`config.mk`:
```
export PLATFORM = sky130hd
export DESIGN_NAME = encoding_multi_8b10b_flat
export DESIGN_NICKNAME = d
export VERILOG_FILES = /design/src/rtl/enc8b10b_pkg.sv /design/src/rtl/encoding_multi_8b10b_if.sv /design/src/rtl/enc_8b10b_sym.sv /design/src/rtl/encoding_multi_8b10b.sv /design/src/flat_wrapper.sv
export SDC_FILE = /design/constraint.sdc
export NUM_CORES = 1
export LEC_CHECK = 0
export CAP_MARGIN = 20
export CORE_MARGIN = 1
export CORE_UTILIZATION = 40
export CTS_CLUSTER_DIAMETER = 150
export DETAILED_ROUTE_END_ITERATION = 7
export REMOVE_ABC_BUFFERS = 1
export SYNTH_ARGS = -nofsm -noshare
export SYNTH_HDL_FRONTEND = slang
export SYNTH_HIERARCHICAL = 1
export SYNTH_SLANG_ARGS = --single-unit
export TNS_END_PERCENT = 20
```
`constraint.sdc`:
```
create_clock -name Bit_Rate_10 -period 6 [get_ports Bit_Rate_10]
set_input_delay 1.2 -clock Bit_Rate_10 [delete_from_list [all_inputs] [get_ports Bit_Rate_10]]
set_output_delay 1.2 -clock Bit_Rate_10 [all_outputs]
set_load 0.02 [all_outputs]
```
`src/rtl/enc8b10b_pkg.sv`:
```
// Shared constants and table functions for the multi-lane 8b/10b encoder.
package enc8b10b_pkg;

  localparam int unsigned BYTE_W = 8;
  localparam int unsigned SYM_W  = 10;

  // Running disparity encoding
  localparam logic RD_NEG = 1'b0;
  localparam logic RD_POS = 1'b1;

  // Legal control-code bytes
  localparam logic [7:0] K28_0 = 8'h1C;
  localparam logic [7:0] K28_1 = 8'h3C;
  localparam logic [7:0] K28_2 = 8'h5C;
  localparam logic [7:0] K28_3 = 8'h7C;
  localparam logic [7:0] K28_4 = 8'h9C;
  localparam logic [7:0] K28_5 = 8'hBC;
  localparam logic [7:0] K28_6 = 8'hDC;
  localparam logic [7:0] K28_7 = 8'hFC;
  localparam logic [7:0] K23_7 = 8'hF7;
  localparam logic [7:0] K27_7 = 8'hFB;
  localparam logic [7:0] K29_7 = 8'hFD;
  localparam logic [7:0] K30_7 = 8'hFE;

  // True when the byte is one of the twelve legal K codes
  function automatic logic is_legal_k(input logic [7:0] b);
    logic legal;
    legal = 1'b0;
    unique case (b)
      K28_0, K28_1, K28_2, K28_3, K28_4, K28_5, K28_6, K28_7,
      K23_7, K27_7, K29_7, K30_7: legal = 1'b1;
      default:                    legal = 1'b0;
    endcase
    return legal;
  endfunction

  // 5b/6b code (abcdei) used when the current RD is negative
  function automatic logic [5:0] enc5b6b_neg(input logic [4:0] x, input logic k28);
    logic [5:0] c;
    c = 6'b000000;
    if (k28) begin
      c = 6'b001111;
    end else begin
      unique case (x)
        5'd0:  c = 6'b100111;
        5'd1:  c = 6'b011101;
        5'd2:  c = 6'b101101;
        5'd3:  c = 6'b110001;
        5'd4:  c = 6'b110101;
        5'd5:  c = 6'b101001;
        5'd6:  c = 6'b011001;
        5'd7:  c = 6'b111000;
        5'd8:  c = 6'b111001;
        5'd9:  c = 6'b100101;
        5'd10: c = 6'b010101;
        5'd11: c = 6'b110100;
        5'd12: c = 6'b001101;
        5'd13: c = 6'b101100;
        5'd14: c = 6'b011100;
        5'd15: c = 6'b010111;
        5'd16: c = 6'b011011;
        5'd17: c = 6'b100011;
        5'd18: c = 6'b010011;
        5'd19: c = 6'b110010;
        5'd20: c = 6'b001011;
        5'd21: c = 6'b101010;
        5'd22: c = 6'b011010;
        5'd23: c = 6'b111010;
        5'd24: c = 6'b110011;
        5'd25: c = 6'b100110;
        5'd26: c = 6'b010110;
        5'd27: c = 6'b110110;
        5'd28: c = 6'b001110;
        5'd29: c = 6'b101110;
        5'd30: c = 6'b011110;
        default: c = 6'b101011;
      endcase
    end
    return c;
  endfunction

  // 3b/4b code (fghj) used when the RD after the 6b block is negative
  function automatic logic [3:0] enc3b4b_neg(input logic [2:0] y, input logic k28,
                                             input logic a7);
    logic [3:0] c;
    c = 4'b0000;
    if (k28) begin
      unique case (y)
        3'd0: c = 4'b1011;
        3'd1: c = 4'b0110;
        3'd2: c = 4'b1010;
        3'd3: c = 4'b1100;
        3'd4: c = 4'b1101;
        3'd5: c = 4'b0101;
        3'd6: c = 4'b1001;
        default: c = 4'b0111;
      endcase
    end else begin
      unique case (y)
        3'd0: c = 4'b1011;
        3'd1: c = 4'b1001;
        3'd2: c = 4'b0101;
        3'd3: c = 4'b1100;
        3'd4: c = 4'b1101;
        3'd5: c = 4'b1010;
        3'd6: c = 4'b0110;
        default: c = a7 ? 4'b0111 : 4'b1110;
      endcase
    end
    return c;
  endfunction

  // Disparity-neutral predicates for each sub-block
  function automatic logic disp_neutral6(input logic [5:0] c);
    return ($countones(c) == 3);
  endfunction

  function automatic logic disp_neutral4(input logic [3:0] c);
    return ($countones(c) == 2);
  endfunction

endpackage

```
`src/rtl/encoding_multi_8b10b_if.sv`:
```
// PIPE-side TX word interface into the multi-lane encoder and its registered outputs.
interface encoding_multi_8b10b_if #(
  parameter int unsigned BYTES = 2
) ();
  import enc8b10b_pkg::*;

  localparam int unsigned DW = BYTE_W * BYTES;
  localparam int unsigned SW = SYM_W * BYTES;

  logic [DW-1:0]    data;
  logic [BYTES-1:0] TXDataK;
  logic             MAC_Data_En;
  logic             TxElecIdle;
  logic             Tx_Compliance;
  logic [SW-1:0]    data_out;
  logic             out_valid;
  logic [BYTES-1:0] K_Err;
  logic             RD_out;

  modport master (
    output data, TXDataK, MAC_Data_En, TxElecIdle, Tx_Compliance,
    input  data_out, out_valid, K_Err, RD_out
  );

  modport slave (
    input  data, TXDataK, MAC_Data_En, TxElecIdle, Tx_Compliance,
    output data_out, out_valid, K_Err, RD_out
  );
endinterface

```
`src/rtl/enc_8b10b_sym.sv`:
```
// Combinational single-symbol 8b/10b encoder with illegal-K substitution.
module enc_8b10b_sym
  import enc8b10b_pkg::*;
(
  input  logic [7:0] data_byte,
  input  logic       k_flag,
  input  logic       rd_in,
  output logic [9:0] code10,
  output logic       rd_next,
  output logic       k_err
);

  logic [7:0] b;
  logic       k28;
  logic       a7;
  logic       rd4;
  logic [5:0] c6_neg;
  logic [5:0] c6;
  logic [3:0] c4_neg;
  logic [3:0] c4;

  // Table lookup, sub-block RD selection and RD propagation
  always_comb begin
    k_err  = k_flag && !is_legal_k(data_byte);
    b      = k_err ? K28_5 : data_byte;
    k28    = k_flag && (b[4:0] == 5'd28);

    c6_neg = enc5b6b_neg(b[4:0], k28);
    // D.07 is neutral but still alternates with RD
    c6     = ((rd_in == RD_POS) && (!disp_neutral6(c6_neg) || (c6_neg == 6'b111000)))
             ? ~c6_neg : c6_neg;
    rd4    = rd_in ^ !disp_neutral6(c6_neg);

    // A7 avoids a run of five equal bits across the sub-block boundary
    a7     = k_flag
             || ((rd4 == RD_NEG) && ((b[4:0] == 5'd17) || (b[4:0] == 5'd18) || (b[4:0] == 5'd20)))
             || ((rd4 == RD_POS) && ((b[4:0] == 5'd11) || (b[4:0] == 5'd13) || (b[4:0] == 5'd14)));

    c4_neg = enc3b4b_neg(b[7:5], k28, a7);
    // x.3 is neutral but alternates; K28 3b codes always alternate
    c4     = ((rd4 == RD_POS) && (k_flag || !disp_neutral4(c4_neg) || (c4_neg == 4'b1100)))
             ? ~c4_neg : c4_neg;
    rd_next = rd4 ^ !disp_neutral4(c4_neg);

    code10 = {c6, c4};
  end

endmodule

```
`src/rtl/encoding_multi_8b10b.sv`:
```
// N-byte-per-clock 8b/10b encoder with lane-chained running disparity.
module encoding_multi_8b10b
  import enc8b10b_pkg::*;
#(
  parameter int unsigned BYTES   = 2,
  parameter logic        RD_INIT = 1'b0
) (
  input  logic                  Bit_Rate_10,
  input  logic                  Rst,
  encoding_multi_8b10b_if.slave bus
);

  localparam int unsigned SW = SYM_W * BYTES;

  logic [BYTES:0]   rd_chain;
  logic [SW-1:0]    code_c;
  logic [BYTES-1:0] kerr_c;

  logic             rd_q;
  logic [SW-1:0]    data_out_q;
  logic             out_valid_q;
  logic [BYTES-1:0] kerr_q;

  // Chain entry: compliance forces negative RD ahead of byte 0
  assign rd_chain[0] = bus.Tx_Compliance ? RD_NEG : rd_q;

  for (genvar g = 0; g < BYTES; g++) begin : g_lane
    enc_8b10b_sym u_sym (
      .data_byte (bus.data[BYTE_W*g +: BYTE_W]),
      .k_flag    (bus.TXDataK[g]),
      .rd_in     (rd_chain[g]),
      .code10    (code_c[SYM_W*g +: SYM_W]),
      .rd_next   (rd_chain[g+1]),
      .k_err     (kerr_c[g])
    );
  end

  // Cycle-type priority: idle, then encode, then hold
  always_ff @(posedge Bit_Rate_10 or negedge Rst) begin
    if (!Rst) begin
      data_out_q  <= '0;
      out_valid_q <= 1'b0;
      kerr_q      <= '0;
      rd_q        <= RD_INIT;
    end else if (bus.TxElecIdle) begin
      data_out_q  <= '0;
      out_valid_q <= 1'b0;
      kerr_q      <= '0;
      rd_q        <= RD_NEG;
    end else if (bus.MAC_Data_En) begin
      data_out_q  <= code_c;
      out_valid_q <= 1'b1;
      kerr_q      <= kerr_c;
      rd_q        <= rd_chain[BYTES];
    end else begin
      out_valid_q <= 1'b0;
      kerr_q      <= '0;
    end
  end

  assign bus.data_out  = data_out_q;
  assign bus.out_valid = out_valid_q;
  assign bus.K_Err     = kerr_q;
  assign bus.RD_out    = rd_q;

endmodule

```
`src/flat_wrapper.sv`:
```
// flat-port wrapper written by rule: the top's interface ports become plain ports
module encoding_multi_8b10b_flat import enc8b10b_pkg::*;
#(
  parameter int unsigned BYTES   = 2,
  parameter logic        RD_INIT = 1'b0
)
  (Bit_Rate_10, Rst, bus_data, bus_TXDataK, bus_MAC_Data_En, bus_TxElecIdle, bus_Tx_Compliance, bus_data_out, bus_out_valid, bus_K_Err, bus_RD_out);
  encoding_multi_8b10b_if #(.BYTES(BYTES)) bus_i ();
  input  logic Bit_Rate_10;
  input  logic Rst;
  input wire logic [$bits(bus_i.data)-1:0] bus_data;
  input wire logic [$bits(bus_i.TXDataK)-1:0] bus_TXDataK;
  input wire logic [$bits(bus_i.MAC_Data_En)-1:0] bus_MAC_Data_En;
  input wire logic [$bits(bus_i.TxElecIdle)-1:0] bus_TxElecIdle;
  input wire logic [$bits(bus_i.Tx_Compliance)-1:0] bus_Tx_Compliance;
  output wire logic [$bits(bus_i.data_out)-1:0] bus_data_out;
  output wire logic [$bits(bus_i.out_valid)-1:0] bus_out_valid;
  output wire logic [$bits(bus_i.K_Err)-1:0] bus_K_Err;
  output wire logic [$bits(bus_i.RD_out)-1:0] bus_RD_out;
  assign bus_i.data = bus_data;
  assign bus_i.TXDataK = bus_TXDataK;
  assign bus_i.MAC_Data_En = bus_MAC_Data_En;
  assign bus_i.TxElecIdle = bus_TxElecIdle;
  assign bus_i.Tx_Compliance = bus_Tx_Compliance;
  assign bus_data_out = bus_i.data_out;
  assign bus_out_valid = bus_i.out_valid;
  assign bus_K_Err = bus_i.K_Err;
  assign bus_RD_out = bus_i.RD_out;
  encoding_multi_8b10b #(.BYTES(BYTES), .RD_INIT(RD_INIT)) u_core (.Bit_Rate_10(Bit_Rate_10), .Rst(Rst), .bus(bus_i));
endmodule
```
==> flow_summary.json, run 1 <==
{
  "cts.reportedPaths.clkPinSlew_ns": 0.08,
  "rsz0062_at_grt": "true",
  "min_period_over_period_pct": 167.9,
  "std_cell_rows": 34,
  "synth-compound-area-share_pct": 29.22,
  "clock-sinks": 24,
  "report.power.total_mw": 1.471,
  "final.hold.worst_slack_ns": 0.5341,
  "syn-cell-area_mm2": 0.003613,
  "io_pins": 47,
  "finish.cell_count_without_fillers": 724,
  "worst-setup-path-type": "primary input to flop",
  "synth_ff_type": "sky130_fd_sc_hd__dfrtp_1",
  "synth.lib_cells_used.distinct": 91,
  "synth.yosys.seq_area_share_pct": 16.62,
  "ys.warnings.count": 6,
  "power_frac_clock_pct": 6.8,
  "pins_over_slew_limit": 0,
  "synth_area_in_xor_xnor_pct": 4.086,
  "synth-edff-count": 0,
  "cp_arrival_ns": 10.26,
  "area_used_by_multi_input_combinational_logic_mm2": 0.003010,
  "wl_um": 11480,
  "grt_pass1_wl_um": 19190,
  "pin_count_of_the_biggest_net_entering_global_routing": 27,
  "failing_checks": "setup timing",
  "hold_class": "flop to flop",
  "wire_per_inst_um": 15.85,
  "type_of_destination_of_the_critical_path": "flop",
  "detailedPlacementHpwl_um": 8287,
  "floorplan.initialDensity_pct": 41.43,
  "placed_cell_area_mm2": 0.004990,
  "power_density_mw_per_mm2": 263.4,
  "hold_start": "u_core/bus.data_out[4]$_DFFE_PN0P_",
  "post_synth_and_or_nand_nor_area_fraction_pct": 19.39,
  "setup_viol": 15,
  "later_pin_clock_latency_in_the_skew_report_ns": 0.27,
  "dp.cells": 692,
  "chipHeight_um": 97.05,
  "post-route-min-period_ns": 10.08,
  "tns_setup_ns": -38.56,
  "irDropWorstVdd_v": 0.0002085,
  "r2r-start": "u_core/bus.RD_out$_DFFE_PN0P_",
  "design_area_mm2": 0.005587,
  "fin_skew_ns": 0.007254,
  "synth_async_sr_flop_share_pct": 100.0,
  "regArea_um2": 600.6,
  "critical_path_required_ns": 6.19,
  "combinational_share_of_power_pct": 77.6,
  "run_status": "finished with violations",
  "r2r_cells": 27,
  "synth_largest_type_area_fraction_pct": 16.62,
  "design.final.nets": 671,
  "tritoncts": "yes",
  "multiplexer_share_of_the_synthesized_area_pct": 8.449,
  "switch_share_pct": 43.13,
  "ctsLongestPathBuffers": 2,
  "synth_to_layout_area_growth_pct": 54.61,
  "worstReg2RegEnd": "u_core/bus.data_out[12]$_DFFE_PN0P_",
  "antenna_violating_nets_post_route": 0,
  "grt.overflow.total": 0,
  "setup.worst_path.end": "u_core/bus.data_out[12]$_DFFE_PN0P_",
  "route.vias.total": 4034,
  "fillers": 710,
  "post_place_setup_slack_ns": -5.334,
  "detailed_router_iteration_count_before_antenna_repair": 5,
  "worst-r2r-setup-slack_ns": -0.23,
  "tightestPinTransition_ns": 0.8796,
  "synthesis.instances": 435,
  "setup_slack_ns": -4.075,
  "p_switching_mw": 0.6346,
  "drive_above_1_share_pct": 40.75,
  "port-buffer-count": 46,
  "static_leakage_nw": 2.540,
  "main_combinational_cell_family_by_area_after_synthesis": "compound AO/OA/AOI/OAI gates",
  "startpoint": "bus_data[3]",
  "clock.fmax_mhz": 99.25,
  "cell_internal_power_mw": 0.8368,
  "timing.critical_path.slowest_stage_cell": "sky130_fd_sc_hd__fa_1",
  "route.detailed.drc": 0,
  "sequentialPowerShare_pct": 15.6,
  "finalWeightedCongestion": 0.8925,
  "numCtsBuffers": 3,
  "number_of_violations_reported_at_the_end_of_detailed_routing_iteration_0": 235,
  "coreArea_mm2": 0.008721,
  "synthesis.area_per_instance_um2": 8.307,
  "critical_path.max_stage_delay_ns": 0.55,
  "yosysTopAreaCell": "sky130_fd_sc_hd__dfrtp_1",
  "max_slew_margin_pct": 41.17,
  "netlist_top_cells_area": "sky130_fd_sc_hd__dfrtp_1, sky130_fd_sc_hd__ha_1, sky130_fd_sc_hd__mux2i_1",
  "cpMostUsedCell": "sky130_fd_sc_hd__fa_1",
  "flop_and_latch_count_out_of_synthesis": 24,
  "post_synthesis_share_of_cell_area_spent_on_full_adders_half_adders_and_majority_gates_pct": 13.19,
  "clock-root-buffer": "sky130_fd_sc_hd__clkbuf_8",
  "diodes": 0,
  "final_util_pct": 64.06,
  "die-area_mm2": 0.009418,
  "grt_use_total_pct": 24.33,
  "grt_pass1_vias": 4022,
  "drv_cap": 0,
  "via_per_inst": 5.572,
  "timing.critical_path.from_type": "primary input",
  "grt_antenna_before_repair": 0,
  "htree_levels": 1,
  "die_w_um": 97.05,
  "total_count_of_hold_check_failures_in_the_final_report": 0,
  "critPathMaxFanout": 4
}
worst min-delay path by stage:
stage / endpoint / slack [ns] / cells past startpoint
2_1_floorplan: u_core/bus.data_out[0]$_DFFE_PN0P_ / 0.63 / 2
3_3_place_gp: u_core/bus.data_out[0]$_DFFE_PN0P_ / 0.51 / 2
3_5_place_dp: u_core/bus.data_out[6]$_DFFE_PN0P_ / 0.51 / 2
4_1_cts: u_core/bus.data_out[18]$_DFFE_PN0P_ / 0.54 / 2
5_1_grt: u_core/bus.data_out[1]$_DFFE_PN0P_ / 0.56 / 2
6_report: u_core/bus.data_out[4]$_DFFE_PN0P_ / 0.53 / 2
state kept, by name (all words and copies together) (netlist names):
signal / cells
u_core/bus.RD_out: 1
u_core/bus.data_out: 20
u_core/bus.out_valid: 1
u_core/bus.K_Err: 2
power groups by stage:
stage	Clock (mW)	Sequential, mW	Combinational (mW)
finish	0.0999	0.230	1.14
global placement	0	0.232	0.903
floorplan	0	0.281	0.483
CTS	0.105	0.231	1.04
global route	0.111	0.236	1.23
detailed placement	0	0.232	0.925
final cells by class:
cell class	count	share of cell area [%]
timing repair buffer	205	29.85
sequential	24	10.75
clock buffer	3	0.7391
inverter	35	2.352
multi-input combinational	349	53.89
tap	108	2.419
placed cells by master (no fill, tap or decap), types with 8 or more instances in the layout:
cell and instances:
sky130_fd_sc_hd__clkdlybuf4s50_1 37, sky130_fd_sc_hd__ha_1 13, sky130_fd_sc_hd__inv_1 27, sky130_fd_sc_hd__mux2i_1 25, sky130_fd_sc_hd__nor2_1 34, sky130_fd_sc_hd__dfrtp_1 24, sky130_fd_sc_hd__buf_4 154, sky130_fd_sc_hd__o22ai_1 8
sky130_fd_sc_hd__o21ai_0 25, sky130_fd_sc_hd__fa_1 8, sky130_fd_sc_hd__a21oi_1 20, sky130_fd_sc_hd__nand2_1 26, sky130_fd_sc_hd__nand3_1 8
routing by layer:
| metal | up-vias | share of wire [%] | track usage, % |
|---|---|---|---|
| met1 | 1919 | 46 | 33.81 |
| li1 | 1944 | - | - |
| met3 | 34 | 4.7 | 2.818 |
| met5 | - | 0 | 0 |
| met2 | 137 | 46 | 39.17 |
| met4 | 0 | 3.0 | 7.922 |
Yosys cell counts (all sizes together), types with 4 or more instances:
cell type	number
xor2	9
a21oi	24
nand2b	6
nor2	40
or4	5
inv	34
o21ai	37
nor4	4
nand2	31
maj3	4
o22ai	9
o21bai	4
xnor2	7
clkbuf	7
and2	8
nor2b	8
a211oi	7
nand3	10
ha	22
o211ai	6
fa	8
mux2i	27
dfrtp	24
nor3	8
buf	20
o311ai	4
critical path, delay by kind of cell:
family	cells	cell delay (ns)
adders and majority gates	10	3.31
AOI/OAI and AO/OA	10	1.97
and+or+nand+nor	11	1.92
xor gates and xnor gates	4	0.74
muxes	3	0.56
buffers and inverters	6	0.51
cell families after synthesis:
family	after synthesis
mux	29
fa+ha+maj	34
flops	24
compound gates	134
buf+inv	62
xor+xnor	16
simple gates	136
repair_timing:
action	4_1_cts	5_1_grt
resized for setup	88	34
setup buffers	25	7
endpoints found under the setup margin	21	15
pin swaps	34	12
hold buffers	0	0
Note: power is estimated with default switching activity, not from simulation.
==> run 2: changes to the inputs <==
SETUP_SLACK_MARGIN = 0.02   (was default)
clock period = 8.2 ns   (was 6 ns; I/O delays follow)
==> flow_summary.json, run 2 (synthesis gave the netlist of run 1 again) <==
{
  "run_status": "finished with violations",
  "failing_checks": "setup timing",
  "post_place_setup_slack_ns": -3.509,
  "pins_over_slew_limit": 0,
  "cts.reportedPaths.clkPinSlew_ns": 0.09,
  "drv_cap": 0,
  "setup.worst_path.end": "u_core/bus.data_out[11]$_DFFE_PN0P_",
  "finish.cell_count_without_fillers": 720,
  "holdBufCountCts": 0,
  "post-route-min-period_ns": 10.45,
  "floorplan.initialDensity_pct": 41.43,
  "switch_share_pct": 42.64,
  "io_pins": 47,
  "timing.critical_path.slowest_stage_cell": "sky130_fd_sc_hd__or4_1",
  "ctsLongestPathBuffers": 2,
  "tightestPinTransition_ns": 0.8521,
  "grt_pass1_vias": 3836,
  "die-area_mm2": 0.009418,
  "clock-sinks": 24,
  "clock-root-buffer": "sky130_fd_sc_hd__clkbuf_8",
  "r2r-start": "u_core/bus.RD_out$_DFFE_PN0P_",
  "power_frac_clock_pct": 8.0,
  "detailed_router_iteration_count_before_antenna_repair": 4,
  "cp_arrival_ns": 10.58,
  "worstReg2RegEnd": "u_core/bus.data_out[11]$_DFFE_PN0P_",
  "layout_common_cells": "sky130_fd_sc_hd__buf_4, sky130_fd_sc_hd__clkdlybuf4s50_1, sky130_fd_sc_hd__nor2_1",
  "hold_class": "flop to flop",
  "max_slew_margin_pct": 43.01,
  "power_density_mw_per_mm2": 189.8,
  "critical_path.max_stage_delay_ns": 0.54,
  "worst-setup-path-type": "primary input to flop",
  "rsz0062_at_grt": "true",
  "wl_um": 10770,
  "worst-r2r-setup-slack_ns": 1.90,
  "synth_to_layout_area_growth_pct": 50.66,
  "pin_count_of_the_biggest_net_entering_global_routing": 27,
  "port-buffer-count": 46,
  "sequentialPowerShare_pct": 16.3,
  "grt_use_total_pct": 22.79,
  "antenna_violating_nets_post_route": 0,
  "critical_path_required_ns": 8.33,
  "startpoint": "bus_data[1]",
  "largest_reg_flops": 20,
  "diodes": 0,
  "grt_antenna_before_repair": 0,
  "irDropWorstVdd_v": 0.0001747,
  "dp.cells": 686,
  "cell_internal_power_mw": 0.5926,
  "tritoncts": "yes",
  "chipHeight_um": 97.05,
  "via_per_inst": 5.404,
  "combinational_share_of_power_pct": 75.7,
  "number_of_violations_reported_at_the_end_of_detailed_routing_iteration_0": 227,
  "numCtsBuffers": 3,
  "type_of_destination_of_the_critical_path": "flop",
  "detailedPlacementHpwl_um": 8044,
  "drive_above_1_share_pct": 38.40,
  "static_leakage_nw": 2.478,
  "layout.cells.most_common": "sky130_fd_sc_hd__buf_4",
  "tns_setup_ns": -11.81,
  "cpMostUsedCell": "sky130_fd_sc_hd__fa_1",
  "critPathMaxFanout": 4,
  "timing.critical_path.from_type": "primary input",
  "grt.overflow.total": 0,
  "later_pin_clock_latency_in_the_skew_report_ns": 0.27,
  "design.final.nets": 666,
  "std_cell_rows": 34,
  "htree_levels": 1,
  "route.detailed.drc": 0,
  "total_count_of_hold_check_failures_in_the_final_report": 0,
  "setup_slack_ns": -2.253,
  "route.vias.total": 3891,
  "coreArea_mm2": 0.008721,
  "min_period_over_period_pct": 127.5,
  "wire_per_inst_um": 14.96,
  "fin_skew_ns": 0.002794,
  "final_util_pct": 62.42,
  "hold_start": "u_core/bus.data_out[19]$_DFFE_PN0P_",
  "finalWeightedCongestion": 0.8928,
  "report.power.total_mw": 1.033,
  "grt_pass1_wl_um": 18150,
  "setup_viol": 10,
  "die_w_um": 97.05,
  "r2r_cells": 28,
  "p_switching_mw": 0.4405,
  "clock.fmax_mhz": 95.67
}
==> run 2: worst min path at each step <==
| stage | endpoint | cells after the start |
|---|---|---|
| 6_report | u_core/bus.data_out[19]$_DFFE_PN0P_ | 2 |
| 5_1_grt | u_core/bus.data_out[19]$_DFFE_PN0P_ | 2 |
| 4_1_cts | u_core/bus.data_out[5]$_DFFE_PN0P_ | 2 |
| 3_5_place_dp | u_core/bus.data_out[10]$_DFFE_PN0P_ | 2 |
| 3_3_place_gp | u_core/bus.data_out[18]$_DFFE_PN0P_ | 2 |
| 2_1_floorplan | u_core/bus.data_out[0]$_DFFE_PN0P_ | 2 |
==> run 2: metal layers <==
| metal | vias up | track usage [%] | part of all wire [%] | wire length (µm) |
|---|---|---|---|---|
| met5 | - | 0 | 0 | 0 |
| met3 | 12 | 2.962 | 5.0 | 535 |
| li1 | 1924 | - | - | - |
| met2 | 119 | 37.32 | 46 | 4941 |
| met1 | 1836 | 32.36 | 48 | 5153 |
| met4 | 0 | 3.904 | 1.3 | 142 |
==> run 2: layout make-up <==
| class | instances | area [µm²] |
|---|---|---|
| well taps | 108 | 135.1 |
| fillers | 711 | 3277 |
| inverters | 35 | 131.4 |
| repair buffers | 200 | 1602 |
| multi-input cells | 349 | 2920 |
| flip-flops and latches | 24 | 600.6 |
| clock buffers | 4 | 55.05 |
==> run 2: power groups by stage <==
stage / combinational [mW] / sequential (mW) / clock, mW
2_1_floorplan: 0.353 / 0.205 / 0
5_1_grt: 0.852 / 0.172 / 0.0919
3_3_place_gp: 0.652 / 0.171 / 0
3_5_place_dp: 0.667 / 0.170 / 0
4_1_cts: 0.731 / 0.169 / 0.0864
6_report: 0.782 / 0.168 / 0.0831
==> run 2: critical path: cells and delay by family <==
family | cells | cell delay, ns
compound gates | 9 | 1.92
xor+xnor | 4 | 0.58
fa+ha+maj | 11 | 3.32
buf+inv | 6 | 0.54
mux | 3 | 0.68
simple gates | 12 | 1.87
==> run 2: metrics by stage <==
step,hold WS (ns),cell area (µm²)
2_1_floorplan,0.6302,3418
3_3_place_gp,0.5088,4945
3_5_place_dp,0.5157,4945
4_1_cts,0.5434,5338
5_1_grt,0.5555,5444
6_report,0.5323,5444
==> run 2: timing repair <==
action                                  4_1_cts  5_1_grt
buffers inserted                             26        6
hold endpoints to repair                      0        0
pin swaps                                    32        5
cloned                                        0        0
endpoints found under the setup margin       15       15
gates resized for setup                      78       18
==> run 3: changes to the inputs <==
CTS_BUF_LIST = sky130_fd_sc_hd__clkbuf_8 sky130_fd_sc_hd__clkbuf_16   (was default)
==> results of run 3 <==
No change in the layout: final DEF, timing and power equal those of run 2.
